File: src/rtl/four_bit_down_counter_pkg.sv
// Shared definitions for the loadable down-counter/timer.
//   DEFAULT_WIDTH : default counter width
//   state_e       : FSM state encoding (IDLE / RUN)
//   nand2()       : the single NAND primitive the decrementer is built from
package four_bit_down_counter_pkg;

  localparam int DEFAULT_WIDTH = 4;

  typedef enum logic {
    ST_IDLE = 1'b0,
    ST_RUN  = 1'b1
  } state_e;

  function automatic logic nand2(input logic a, input logic b);
    return ~(a & b);
  endfunction

endpackage

File: src/rtl/four_bit_decrementer.sv
// Gate-level decrementer: diff = a - 1 (mod 2^WIDTH) as a half-subtractor
// chain with the first borrow-in tied high.
//   a_i            : operand
//   diff_o         : a_i - 1, wrapping
//   final_borrow_o : borrow out of the top bit (1 only when a_i == 0)
module four_bit_decrementer
  import four_bit_down_counter_pkg::*;
#(
  parameter int WIDTH = DEFAULT_WIDTH
) (
  input  logic [WIDTH-1:0] a_i,
  output logic [WIDTH-1:0] diff_o,
  output logic             final_borrow_o
);

  logic [WIDTH:0] borrow;

  assign borrow[0] = 1'b1;

  for (genvar i = 0; i < WIDTH; i++) begin : g_bit
    logic x_n1, x_n2, x_n3;
    logic a_n, and_n;

    // xor from four NANDs: diff = a ^ bin
    assign x_n1      = nand2(a_i[i], borrow[i]);
    assign x_n2      = nand2(a_i[i], x_n1);
    assign x_n3      = nand2(borrow[i], x_n1);
    assign diff_o[i] = nand2(x_n2, x_n3);

    // bout = ~a & bin, using NAND-as-inverter
    assign a_n           = nand2(a_i[i], a_i[i]);
    assign and_n         = nand2(a_n, borrow[i]);
    assign borrow[i+1]   = nand2(and_n, and_n);
  end

  assign final_borrow_o = borrow[WIDTH];

endmodule

File: src/rtl/four_bit_down_counter.sv
// Loadable, pausable down-counter/timer with optional auto-reload.
//   clk_i      : clock, all state on posedge
//   rst_n_i    : synchronous active-low reset
//   load_i     : capture load_val_i and start (priority after reset)
//   load_val_i : start value
//   en_i       : count enable, 0 holds
//   abort_i    : stop counting, return to IDLE with count held
//   count_o    : registered count
//   busy_o     : high while in RUN
//   done_o     : one-cycle registered pulse when count first shows 0
//
// state   | meaning
// --------+-----------------------------------------------
// ST_IDLE | not counting; count holds its last value
// ST_RUN  | counting down on enabled cycles
module four_bit_down_counter
  import four_bit_down_counter_pkg::*;
#(
  parameter int WIDTH       = DEFAULT_WIDTH,
  parameter bit AUTO_RELOAD = 1'b0
) (
  input  logic             clk_i,
  input  logic             rst_n_i,
  input  logic             load_i,
  input  logic [WIDTH-1:0] load_val_i,
  input  logic             en_i,
  input  logic             abort_i,
  output logic [WIDTH-1:0] count_o,
  output logic             busy_o,
  output logic             done_o
);

  state_e           state_q, state_d;
  logic [WIDTH-1:0] count_q, count_d;
  logic [WIDTH-1:0] reload_q, reload_d;
  logic             done_q, done_d;

  logic [WIDTH-1:0] count_dec;
  logic             count_is_zero;

  // The borrow out of the chain is set exactly when the operand is zero,
  // so it doubles as the zero detect for the reload branch.
  four_bit_decrementer #(
    .WIDTH(WIDTH)
  ) u_dec (
    .a_i            (count_q),
    .diff_o         (count_dec),
    .final_borrow_o (count_is_zero)
  );

  always_ff @(posedge clk_i) begin
    if (!rst_n_i) begin
      state_q  <= ST_IDLE;
      count_q  <= '0;
      reload_q <= '0;
      done_q   <= 1'b0;
    end else begin
      state_q  <= state_d;
      count_q  <= count_d;
      reload_q <= reload_d;
      done_q   <= done_d;
    end
  end

  always_comb begin
    state_d  = state_q;
    count_d  = count_q;
    reload_d = reload_q;
    done_d   = 1'b0;

    if (load_i) begin
      count_d  = load_val_i;
      reload_d = load_val_i;
      // A zero load is a zero-length timer: finish immediately, never run.
      if (load_val_i == '0) begin
        state_d = ST_IDLE;
        done_d  = 1'b1;
      end else begin
        state_d = ST_RUN;
      end
    end else if (state_q == ST_RUN) begin
      if (abort_i) begin
        state_d = ST_IDLE;
      end else if (en_i) begin
        if (count_is_zero) begin
          // Only reachable with auto-reload; reload_q is never zero here.
          count_d = reload_q;
        end else begin
          count_d = count_dec;
          if (count_q == WIDTH'(1)) begin
            done_d  = 1'b1;
            state_d = AUTO_RELOAD ? ST_RUN : ST_IDLE;
          end
        end
      end
    end
  end

  assign count_o = count_q;
  assign busy_o  = (state_q == ST_RUN);
  assign done_o  = done_q;

endmodule

File: config.mk
export PLATFORM = sky130hd
export DESIGN_NAME = four_bit_down_counter
export DESIGN_NICKNAME = d
export VERILOG_FILES = /design/src/rtl/four_bit_down_counter_pkg.sv /design/src/rtl/four_bit_decrementer.sv /design/src/rtl/four_bit_down_counter.sv
export SDC_FILE = /design/constraint.sdc
export NUM_CORES = 1
export LEC_CHECK = 0
export BUFFER_PORTS_ARGS = -buffer_cell sky130_fd_sc_hd__buf_2
export CAP_MARGIN = 20
export CELL_PAD_IN_SITES_DETAIL_PLACEMENT = 0
export CELL_PAD_IN_SITES_GLOBAL_PLACEMENT = 1
export CORE_AREA = 2 2 45 47
export CTS_CLUSTER_SIZE = 24
export DETAILED_ROUTE_END_ITERATION = 8
export DIE_AREA = 0 0 47 49
export PLACE_DENSITY = 0.79
export SLEW_MARGIN = 20
export SYNTH_ARGS = -nofsm -noshare
export SYNTH_HDL_FRONTEND = slang
export SYNTH_HIERARCHICAL = 1
export SYNTH_SLANG_ARGS = --single-unit
File: constraint.sdc
create_clock -name clk_i -period 1.65 [get_ports clk_i]
set_input_delay 0.165 -clock clk_i [delete_from_list [all_inputs] [get_ports clk_i]]
set_output_delay 0.165 -clock clk_i [all_outputs]
set_load 0.03 [all_outputs]
==> flow_metrics.py <==
metrics = {
    "place": {
        "numPortBuffers": 14,
        "gp_congestion": 0.682,
        "hpwl_um": 938,
    },
    "timing": {
        "finalHoldViolCount": 0,
        "fmax_mhz": 639,
        "finalSetupViolCount": 0,
        "clock_skew_ps": 2.40,
        "finalSetupTns_ps": 0,
        "rsz0062_at_grt": "no",
        "fin_crit_sh_pct": 94.9,
        "finalCriticalPeriod_ps": 1570,
        "slew_violations": 0,
        "max-slew-margin-rel_pct": 72.9,
        "worstMarginPinSlew_ps": 403,
    },
    "yosys": {
        "dominantRegCellSynth": "dfxtp_1",
        "synth.top_cell.area_share_pct": 34.5,
        "netlist_area_um2": 581,
        "syn-mean-instance-area_um2": 9.22,
        "ys_warn_count": 6,
        "syn_nets": 75,
        "synth_seq_area_share_pct": 34.5,
        "synthTopCellsByArea": "dfxtp_1, mux2_2, mux2i_1, ha_1, o221ai_1",
        "async_flop_share_pct": 0,
        "synth_common_cells": "dfxtp_1, inv_1, nand2_1, nand3_1",
        "yosys.cell_count.top_type": "dfxtp_1",
        "yosysTopAreaCell": "dfxtp_1",
        "synth_cell_types": 19,
        "synth_seq_cells": 10,
        "synth_edf_count": 0,
        "synthCells": 63,
    },
    "finish": {
        "fill_cells": 209,
        "syn_to_final_growth_pct": 26.9,
        "utilization_pct": 40.0,
        "nets": 92,
        "drive_gt1_share_pct": 40.5,
        "antenna_cells": 0,
    },
    "detailed_routing": {
        "vias": 495,
        "wl_per_cell_um": 11.8,
        "drc": 0,
        "dr.first_iter.drc_count": 4,
        "dr.pass1.iters": 2,
        "drt_wl_total_um": 1250,
        "final_antenna_net_count": 0,
        "viasPerCell": 4.67,
    },
    "pwr": {
        "power_density_nw_per_um2": 813,
        "leakage_nw": 0.304,
        "worst_ir_drop_vdd_v": 0.000464,
    },
    "clock_network": {
        "clkTransAtPathRegs_ps": 70,
        "cts_root_buf": "clkbuf_4",
        "cts_sinks": 10,
        "clock_path_buffers": 2,
        "ctsHoldBuffers": 0,
        "cts_htree_levels": 1,
        "post_cts_resized": 0,
        "clk_latency_ps": 260,
        "postCtsSetupBuffers": 0,
        "cts_buffers": 3,
        "cts_tree": "built",
    },
    "grt": {
        "use_met1_pct": 17.0,
        "use_met2_pct": 18.3,
        "grt_pass1_wl_um": 2110,
        "busiest_layer": "met2",
        "antenna_found_initial": 0,
        "grt_pass1_vias": 488,
        "grt.total_usage_pct": 12.6,
        "grt_remaining_overflow": 0,
        "grt_use_met3_pct": 4.44,
        "grt_max_degree": 17,
    },
    "setup_path": {
        "endpoint_kind": "flop",
        "reg2regPathDepth": 8,
        "cp_data_arrival_time_ps": 1710,
        "r2r_slack_ps": 80,
        "crit_path_max_fanout": 2,
        "path_cells": "inv_1 > ha_2 > ha_2 > ha_4 > inv_1 > mux2_2 > nand2_2 > o221ai_2",
        "cpMaxStageDelayCell": "dfxtp_4",
        "worst_setup_path_start_kind": "flop",
        "cp.required_ps": 1790,
        "slowest_delay_ps": 340,
        "crit_type": "flop to flop",
    },
    "floorplanning": {
        "fp.dieW_um": 47,
        "io_pins": 15,
        "start_util_pct": 31.5,
        "rows": 16,
        "dieArea_um2": 2300,
        "die_height_um": 49,
        "core_region_area_um2": 1840,
    },
    "status": {
        "status": "finished clean",
    },
    "min_path": {
        "hold_path_depth": 3,
        "hold_path.class": "primary input to flop",
    },
    "flow_run": {
        "cap_viol_max_count": 0,
    },
}
==> sequential cells by signal, indices dropped and copies added (netlist names) <==
signal / flops
count_o: 4
done_o: 1
busy_o: 1
reload_q: 4
==> routing by layer <==
| metal | part of all wire [%] | routed length (um) |
|---|---|---|
| met4 | 0 | 0 |
| met2 | 44 | 549 |
| met5 | 0 | 0 |
| met1 | 51 | 637 |
| met3 | 5.0 | 63 |
==> final timing paths <==
| path | start | endpoint |
|---|---|---|
| setup / recovery | count_o[0] | count_o[3] |
| hold / removal | load_val_i[2] | count_o[2] |
| setup reg to reg | count_o[0] | count_o[3] |
| hold reg to reg | reload_q[0] | reload_q[0] |
==> kinds of logic (layout without fill, tap and decap cells) <==
group	after synthesis	after routing	share of synthesized area [%]
muxes	8	8	14.7
buffers and inverters	11	27	9.05
AOI/OAI and AO/OA	6	6	8.84
and+or+nand+nor	25	25	26.5
adders and majority gates	3	3	6.47
DFF	10	10	34.5
==> layout make-up <==
cell class	count	area [um^2]	share of cell area (%)
Multi-Input combinational cell	42	360	48.9
Sequential cell	10	205	27.8
Timing Repair Buffer	16	85.1	11.5
Tap cell	27	33.8	4.58
Clock buffer	4	26.3	3.57
Inverter	7	26.3	3.57
==> metrics by stage <==
step	area [um^2]	instances	power (mW)	hold WS (ps)	setup slack, ps
2_1_floorplan	592	63	0.372	305	7.26
3_3_place_gp	684	102	0.408	438	66.7
3_5_place_dp	684	102	0.411	442	16.3
4_1_cts	711	106	0.594	159	2.96
5_1_grt	737	106	0.635	168	11.4
6_report	737	106	0.599	167	84.3
==> cell usage in the layout (no fill, tap or decap) <==
cell type  count
buf_2         14
dfxtp_1        8
inv_1          7
nand2_1        5
nand3_1        5
mux2_2         4
nand3b_1       4
mux2i_1        4
nor2b_1        4
o221ai_1       3
clkbuf_4       3
buf_4          2
ha_2           2
nor4_1         1
nor4_2         1
and3b_1        1
nand4b_1       1
a21boi_1       1
nand2b_4       1
nor3b_1        1
o2bb2ai_1      1
nand2_2        1
o221ai_2       1
clkbuf_1       1
dfxtp_4        1
dfxtp_2        1
ha_4           1
==> power breakdown <==
part           internal [mW]  switching (mW)
registers              0.255         0.00970
clock network         0.0935          0.0878
logic                 0.0735          0.0792
total                  0.423           0.177
==> critical path, delay by kind of cell (launching register included) <==
family | cells | cell delay [ps]
AOI/OAI and AO/OA | 1 | 80
adders and majority gates | 3 | 600
buffers and inverters | 2 | 80
DFF | 1 | 340
muxes | 1 | 260
and+or+nand+nor | 1 | 70
No activity file was read; power rests on OpenSTA's default activity.
